==> src/rtl/ext_irq_ctrl.sv <==
// ext_irq_ctrl: multi-source external interrupt controller.
// Each source is synchronised, optionally debounced, and rising-edge latched
// as pending. A fixed-priority arbiter (index 0 highest) feeds one interrupt
// line to the core, and a claim/complete handshake keeps one source in service.
// Build option: define EXT_IRQ_DEBOUNCE_EN to insert the DEB_CYCLES debounce
// filter; without it the synchronised level is used directly.
module ext_irq_ctrl #(
  parameter int unsigned NUM_SRC    = 4,
  parameter int unsigned ID_W       = 3,
  parameter int unsigned DEB_CYCLES = 16
) (
  input  logic               clk,
  input  logic               reset,
  input  logic [NUM_SRC-1:0] irq_in,
  input  logic [NUM_SRC-1:0] irq_en,
  input  logic               claim,
  output logic [ID_W-1:0]    claim_id,
  input  logic               complete,
  input  logic [ID_W-1:0]    complete_id,
  output logic               ext_irq,
  output logic [NUM_SRC-1:0] pending,
  output logic               busy
);

  typedef enum logic {IDLE, SERVICE} state_e;

  // Reject parameter sets the ID encoding or the filter cannot support.
  if (NUM_SRC < 1 || NUM_SRC > 7 || (2 ** ID_W) <= NUM_SRC || DEB_CYCLES < 2) begin : g_param_chk
    $error("ext_irq_ctrl: illegal parameter set");
  end

  logic [NUM_SRC-1:0] sync1_q, sync2_q;
  logic [NUM_SRC-1:0] stable;
  logic [NUM_SRC-1:0] stable_dly_q;
  logic [NUM_SRC-1:0] rise;

  // Two-flop synchroniser for the asynchronous board inputs.
  always_ff @(posedge clk or posedge reset) begin
    if (reset) begin
      sync1_q <= '0;
      sync2_q <= '0;
    end else begin
      sync1_q <= irq_in;
      sync2_q <= sync1_q;
    end
  end

`ifdef EXT_IRQ_DEBOUNCE_EN
  localparam int unsigned CNT_W = $clog2(DEB_CYCLES + 1);
  localparam logic [CNT_W-1:0] CNT_LAST = CNT_W'(DEB_CYCLES - 1);

  logic [NUM_SRC-1:0]            stable_q, stable_d;
  logic [NUM_SRC-1:0][CNT_W-1:0] cnt_q, cnt_d;

  // Level only follows the input after DEB_CYCLES consecutive mismatching cycles.
  always_comb begin
    stable_d = stable_q;
    cnt_d    = '0;
    for (int i = 0; i < NUM_SRC; i++) begin
      if (sync2_q[i] != stable_q[i]) begin
        if (cnt_q[i] == CNT_LAST) begin
          stable_d[i] = sync2_q[i];
        end else begin
          cnt_d[i] = cnt_q[i] + CNT_W'(1);
        end
      end
    end
  end

  // Debounce state registers.
  always_ff @(posedge clk or posedge reset) begin
    if (reset) begin
      stable_q <= '0;
      cnt_q    <= '0;
    end else begin
      stable_q <= stable_d;
      cnt_q    <= cnt_d;
    end
  end

  assign stable = stable_q;
`else
  assign stable = sync2_q;
`endif

  // Delayed copy of the filtered level for edge detection.
  always_ff @(posedge clk or posedge reset) begin
    if (reset) begin
      stable_dly_q <= '0;
    end else begin
      stable_dly_q <= stable;
    end
  end

  assign rise = stable & ~stable_dly_q;

  state_e             state_q, state_d;
  logic [ID_W-1:0]    claim_id_q, claim_id_d;
  logic [NUM_SRC-1:0] pending_q, pending_d;
  logic               ext_irq_q, ext_irq_d;
  logic               busy_q, busy_d;
  logic [NUM_SRC-1:0] req;
  logic [NUM_SRC-1:0] win_oh;
  logic [ID_W-1:0]    win_idx;
  logic               has_win;

  assign req = pending_q & irq_en;

  // Fixed-priority arbiter: lowest requesting index wins.
  always_comb begin
    has_win = 1'b0;
    win_idx = '0;
    win_oh  = '0;
    for (int i = 0; i < NUM_SRC; i++) begin
      if (req[i] && !has_win) begin
        has_win   = 1'b1;
        win_idx   = ID_W'(i);
        win_oh[i] = 1'b1;
      end
    end
  end

  // Claim/complete FSM next state and registered-output next values.
  always_comb begin
    logic [NUM_SRC-1:0] pend_clr;
    state_d    = state_q;
    claim_id_d = claim_id_q;
    ext_irq_d  = 1'b0;
    pend_clr   = '0;
    case (state_q)
      IDLE: begin
        ext_irq_d = |req;
        if (claim) begin
          if (has_win) begin
            claim_id_d = win_idx + ID_W'(1);
            pend_clr   = win_oh;
            state_d    = SERVICE;
            ext_irq_d  = 1'b0;
          end else begin
            claim_id_d = '0;
          end
        end
      end
      SERVICE: begin
        if (complete && (complete_id == claim_id_q)) begin
          state_d = IDLE;
        end
        if (claim) begin
          claim_id_d = '0;
        end
      end
    endcase
    // A new enabled edge wins over the clear from a claim on the same source.
    pending_d = (pending_q & ~pend_clr) | (rise & irq_en);
    busy_d    = (state_d == SERVICE);
  end

  // FSM state and output registers.
  always_ff @(posedge clk or posedge reset) begin
    if (reset) begin
      state_q    <= IDLE;
      claim_id_q <= '0;
      pending_q  <= '0;
      ext_irq_q  <= 1'b0;
      busy_q     <= 1'b0;
    end else begin
      state_q    <= state_d;
      claim_id_q <= claim_id_d;
      pending_q  <= pending_d;
      ext_irq_q  <= ext_irq_d;
      busy_q     <= busy_d;
    end
  end

  assign claim_id = claim_id_q;
  assign pending  = pending_q;
  assign ext_irq  = ext_irq_q;
  assign busy     = busy_q;

endmodule

==> config.mk <==
export PLATFORM = sky130hd
export DESIGN_NAME = ext_irq_ctrl
export DESIGN_NICKNAME = d
export VERILOG_FILES = /design/src/rtl/ext_irq_ctrl.sv
export SDC_FILE = /design/constraint.sdc
export NUM_CORES = 1
export LEC_CHECK = 0
export CAP_MARGIN = 20
export CORE_UTILIZATION = 47
export DETAILED_ROUTE_END_ITERATION = 7
export GPL_TIMING_DRIVEN = 0
export HOLD_SLACK_MARGIN = 0.15
export MAX_ROUTING_LAYER = met4
export PLACE_DENSITY = 0.85
export SYNTH_ARGS = -nofsm -noshare
export SYNTH_HDL_FRONTEND = slang
export SYNTH_SLANG_ARGS = --single-unit
export TNS_END_PERCENT = 50
==> constraint.sdc <==
create_clock -name clk -period 3.45 [get_ports clk]
set_input_delay 0.345 -clock clk [delete_from_list [all_inputs] [get_ports clk]]
set_output_delay 0.345 -clock clk [all_outputs]
set_load 0.02 [all_outputs]
; ---- Yosys cells after proc, flatten, opt, wreduce, memory -nomap -nowiden
; Index checks and enable logic that the tools add are counted.
[classes]
addsub = 1
n_mul = 0
n_div = 0
magnitude_cmp = 0
eq_ne = 3
n_shift = 0
muxes = 24
bitwise = 8
n_reduce_logical = 9
[ops]
columns = op, n
row1 = AND 4 bit, 4
row2 = 2-to-1 mux 3 bit, 5
row3 = 2-to-1 mux 1 bit, 14
row4 = 2-to-1 mux 4 bit, 3
row5 = inverter 4 bit, 2
row6 = case mux 3 bit (2 select lines), 1
row7 = logical AND 1 bit, 4
row8 = != test 2 bit (second input constant), 2
row9 = bitwise OR 4 bit, 1
row10 = OR reduction 4 bit, 1
row11 = adder 3 x 1 -> 3 bit (second input constant), 1
row12 = == test 3 bit, 1
row13 = zero test 1 bit, 3
row14 = case mux 1 bit (2 select lines), 1
row15 = AND reduction 2 bit, 1
row16 = inverter 1 bit, 1
[totals]
register_bits = 21
latch_bits = 0
ram_bits = 0
rom_bits = 0
input_bits = 15
word_cells = 52
memories = 0

; ---- Logic depth before layout (Yosys ltp)
[depth]
word_depth = 17
ltp_mapped = 5
depth_no_buf = 5

; ---- Worst setup path before layout
; OpenSTA, ideal clock, no wires.
[synth_timing]
path_kind = flip-flop to flip-flop
start = reg pending_q[0] (netlist: pending[0])
end = reg claim_id_q[1] (netlist: claim_id[1])
setup_time_ns = 0.121
t_arrival_ns = 1.702
t_required_ns = 3.329
path_slack_ns = 1.627
stages_incl_launch_ff = 6
cell_sequence = dfrtp_1 > a222oi_1 > nand3_1 > nand2_1 > ha_1 > a32o_2
[synth_via]
elab_chain_cells = 15
[synth_lines]
columns = element, line
row1 = start: declaration, 99  ; logic [NUM_SRC-1:0] pending_q, pending_d;
row2 = start signal: assignment, 169  ; pending_q <= pending_d;
row3 = AND 4 bit *, 107  ; assign req = pending_q & irq_en;
row4 = 2-to-1 mux 1 bit *, 115  ; if (req[i] && !has_win) begin
row5 = zero test 1 bit, 115
row6 = logical AND 1 bit, 115
row7 = 2-to-1 mux 1 bit, 115
row8 = zero test 1 bit, 115
row9 = logical AND 1 bit, 115
row10 = 2-to-1 mux 1 bit, 115
row11 = zero test 1 bit, 115
row12 = logical AND 1 bit, 115
row13 = 2-to-1 mux 3 bit, 115
row14 = adder 3 x 1 -> 3 bit, 135  ; claim_id_d = win_idx + ID_W'(1);
row15 = 2-to-1 mux 3 bit *, 134  ; if (has_win) begin
row16 = 2-to-1 mux 3 bit *, 133  ; if (claim) begin
row17 = case mux 3 bit (2 select lines) *, 130  ; case (state_q)
row18 = end signal: assignment, 168  ; claim_id_q <= claim_id_d;
row19 = end: declaration, 98  ; logic [ID_W-1:0] claim_id_q, claim_id_d;
; Every way passes the cells marked *; elsewhere a longest branch is shown, timed or not. The select of a mux whose other input is x is not followed.
; A chain may end at the register's enable or synchronous reset.

; ---- Worst setup path after layout
[layout_timing]
start = in irq_en[0]
end = reg claim_id_q[1] (netlist: claim_id[1])
[layout_via]
elab_chain_cells = 15
[layout_lines]
columns = element, line
row1 = start: declaration, 15  ; input logic [NUM_SRC-1:0] irq_en,
row2 = AND 4 bit *, 107
row3 = 2-to-1 mux 1 bit *, 115
row4 = zero test 1 bit, 115
row5 = logical AND 1 bit, 115
row6 = 2-to-1 mux 1 bit, 115
row7 = zero test 1 bit, 115
row8 = logical AND 1 bit, 115
row9 = 2-to-1 mux 1 bit, 115
row10 = zero test 1 bit, 115
row11 = logical AND 1 bit, 115
row12 = 2-to-1 mux 3 bit, 115
row13 = adder 3 x 1 -> 3 bit, 135
row14 = 2-to-1 mux 3 bit *, 134
row15 = 2-to-1 mux 3 bit *, 133
row16 = case mux 3 bit (2 select lines) *, 130
; Marks and branches as above.

==> summary.md <==
| Metric | Value |
|---|---|
| Ant. Diodes | 0 |
| # rows | 14 |
| Flop-to-flop setup slack | 1.48 ns |
| Critical setup path kind | input port to register |
| Total track usage | 0.1667 |
| Post-synth ARST share | 1.000 |
| R2r worst-path depth | 5 |
| Sequential-to-total area share from yosys stat | 0.6807 |
| End of the worst hold path | stable[1]$_DFF_PP0_ |
| Initial Utilization | 0.5066 |
| Routed length on met1 | 599 um |
| Routed wire length on met3 | 68 um |
| Most common cell in the netlist | dfrtp_1 |
| Die ar. | 1809 sq um |
| Hold Crit Depth | 0 |
| Post-synthesis cell area | 772.0 sq um |
| Layout area overhead | 35.82% |
| WL met2 | 682 um |
| Final min period | 2.091 ns |
| Post-CTS Resized | 0 |
| Final period util | 0.6060 |
| Initial antenna violation count | 0 |
| RR Endpoint | claim_id[1]$_DFFE_PP0P_ |
| Worst Setup Start Kind | input port |
| Average cell area after synthesis | 13.31 sq um |
| Via count | 572 |
| DP Cell Count | 97 |
| Final #Nets | 102 |
| Layout Utilization | 0.6880 |
| Worst setup EP type | register |
| Final WL | 1.365 mm |
| Worst IR Drop VDD | 0.3527 mV |
| Commonest cells post-synth | 21 x dfrtp_1, 8 x nand2_1, 5 x inv_1 |
| Crit path max fanout | 5 |
| Hold Path Class | register to register |
| Clock sink count | 21 |
| H-tree depth reported by CTS | 1 |
| Top cells by area, synth | dfrtp_1 68%, a32o_1 3.9%, nand2_1 3.9% |
| Synth top area share | 0.6807 |
| TritonCTS buffer count | 3 |
| I/O Buffers | 23 |
| Number of hold violations in the final report | 0 |
| Worst stage delay on the critical path | 0.72 ns |
| Crit. Startpoint | irq_en[0] |
| Status | finished clean |
| Number of global-route vias before repair | 509 |
| Yosys warning count | 0 |
| Post-synth EDFFs | 0 |
| Later-pin clock latency in the skew report | 0.28 ns |
| DPL Wire Length | 1.033 mm |
| Mapped Cells | 58 |
| CTS clock-pin slew for the worst setup and hold paths | 0.10 ns |
| Final setup fails | 0 |
| Congestion Overflow GR | 0 |
| R2r startpoint | pending[0]$_DFF_PP0_ |
| Setup Skew | 0.0003994 ns |
| Max-cap check violation count | 0 |
| Cell taking the most area after synthesis | dfrtp_1 |
| Fmax achieved | 478.3 MHz |
| First-pass GRT wire length | 2.145 mm |
| Worst EP required | 3.63 ns |
| Die Span X | 42.53 um |
| Vias per cell | 5.663 |
| CTS tree | built |
| Drt pass-1 iters | 4 |
| Worst path buffer plus inverter count | 1 |
| Pwr/cell area | 657.4 nW/um^2 |
| Die Ht | 42.53 um |
| Slowest cell on crit path | a222oi_1 |
| #FFs+latches synth | 21 |
| Number of DRC markers in iteration 0 | 22 |
| Max Used Layer | met4 |
| Fin cells | 101 |
| Deepest clock path buffer count | 2 |
| Leak pwr | 0.4678 nW |
| Setup TNS | 0 ns |
| Slew headroom | 0.4970 |
| Mapped Nets | 74 |
| Largest net degree at the start of global routing | 22 |
| Worst EP arrival | 2.27 ns |
| Wire per inst | 13.51 um |
| Post-CTS Hold Fix Bufs | 0 |
| Synth cell types | 18 |
| Dominant synthesized flop cell | dfrtp_1 |
| Core box area | 1524 sq um |
| Tightest Pin Transition | 0.7537 ns |
| RSZ-0062 raised after global routing | no |
| Share of cells above drive strength 1 | 0.08235 |
| Worst path top cell family by delay | compound AO/OA/AOI/OAI gates |
| Gp weighted congestion | 0.6965 |
| Final Max Slew Viols | 0 |
| Post-CTS setup buffer count | 0 |
| Clk root buf | clkbuf_4 |
| Crit-path cells | clkdlybuf4s50_1, a222oi_1, nand3_1, nand2_1, ha_1, a32o_2 |
| Antenna Nets Post-Route | 0 |
| DRC | 0 |
| Hold path start | sync1_q[1]$_DFF_PP0_ |
| # IOs | 24 |
per-stage QoR:
step | hold WS, ns | worst slack [ns] | total power [mW] | cell area, sq um
2_1_floorplan | 0.3215 | 1.627 | 0.4635 | 772.0
6_report | 0.3624 | 1.359 | 0.6893 | 1049
3_5_place_dp | 0.3386 | 1.122 | 0.5841 | 1022
3_3_place_gp | 0.3347 | 1.153 | 0.5730 | 1022
5_1_grt | 0.3693 | 1.304 | 0.7251 | 1049
4_1_cts | 0.3649 | 1.394 | 0.6940 | 1049
state kept, by name, summed over array words and instances, names as in the netlist:
signal	count
busy	1
pending	4
sync1_q	4
stable	4
ext_irq	1
stable_dly_q	4
claim_id	3
how the worst max path moves through the flow:
| stage | endpoint | slack [ns] | cells past startpoint |
|---|---|---|---|
| global placement | claim_id[1]$_DFFE_PP0P_ | 1.15 | 6 |
| floorplan | claim_id[1]$_DFFE_PP0P_ | 1.63 | 5 |
| global route | claim_id[1]$_DFFE_PP0P_ | 1.30 | 6 |
| finish | claim_id[1]$_DFFE_PP0P_ | 1.36 | 6 |
| CTS | claim_id[1]$_DFFE_PP0P_ | 1.39 | 6 |
| detailed placement | claim_id[1]$_DFFE_PP0P_ | 1.12 | 6 |
kinds of logic (layout without fill, tap and decap cells):
| logic type | after synthesis | count (layout) | synth area share |
|---|---|---|---|
| buffers and inverters | 5 | 32 | 0.02431 |
| AO/OA/AOI/OAI | 11 | 11 | 0.1313 |
| adder cells (fa/ha/maj) | 1 | 1 | 0.01620 |
| multiplexers | 1 | 1 | 0.01459 |
| XOR/XNOR | 3 | 3 | 0.03404 |
| AND/OR/NAND/NOR | 16 | 16 | 0.09887 |
| flip-flops | 21 | 21 | 0.6807 |
worst register-to-register path, stage by stage (launching register included):
cell and delay (ns):
dfrtp_1 0.42, a222oi_1 0.69, nand3_1 0.16, nand2_1 0.11, ha_1 0.23, a32o_2 0.25
power by group:
group	total [mW]	switching, mW	internal, mW	leakage (nW)
combinational	0.247	0.120	0.127	0.207
sequential	0.333	0.0438	0.290	0.246
clock	0.109	0.0644	0.0449	0.0150
routing by layer:
metal / track usage / up-vias
li1: - / 267
met1: 0.1942 / 275
met2: 0.2738 / 26
met3: 0.03879 / 4
met4: 0.07500 / 0
met5: - / -
final cells by class:
type,instances,area (sq um)
Clock buffer,4,26.28
Fill cell,112,475.5
Inverter,5,18.77
Multi-Input combinational cell,32,227.7
Sequential cell,21,525.5
Tap cell,16,20.02
Timing Repair Buffer,23,230.2
placed cells by master (no fill, tap or decap):
cell type,Yosys,routed
a21oi_1,1,1
nand2_2,1,1
dfrtp_1,21,21
clkbuf_4,0,3
a222oi_1,1,1
nand2_1,8,8
clkbuf_1,0,1
mux2_2,1,1
inv_1,5,5
nand4_1,3,3
o2bb2ai_1,1,1
a211oi_1,1,1
a32o_2,2,2
a311oi_1,1,1
a22o_1,1,1
ha_1,1,1
clkdlybuf4s50_1,0,23
xnor2_1,3,3
nand3_1,3,3
a32o_1,3,3
nor2b_1,1,1
Note: power is estimated with default switching activity, not from simulation.
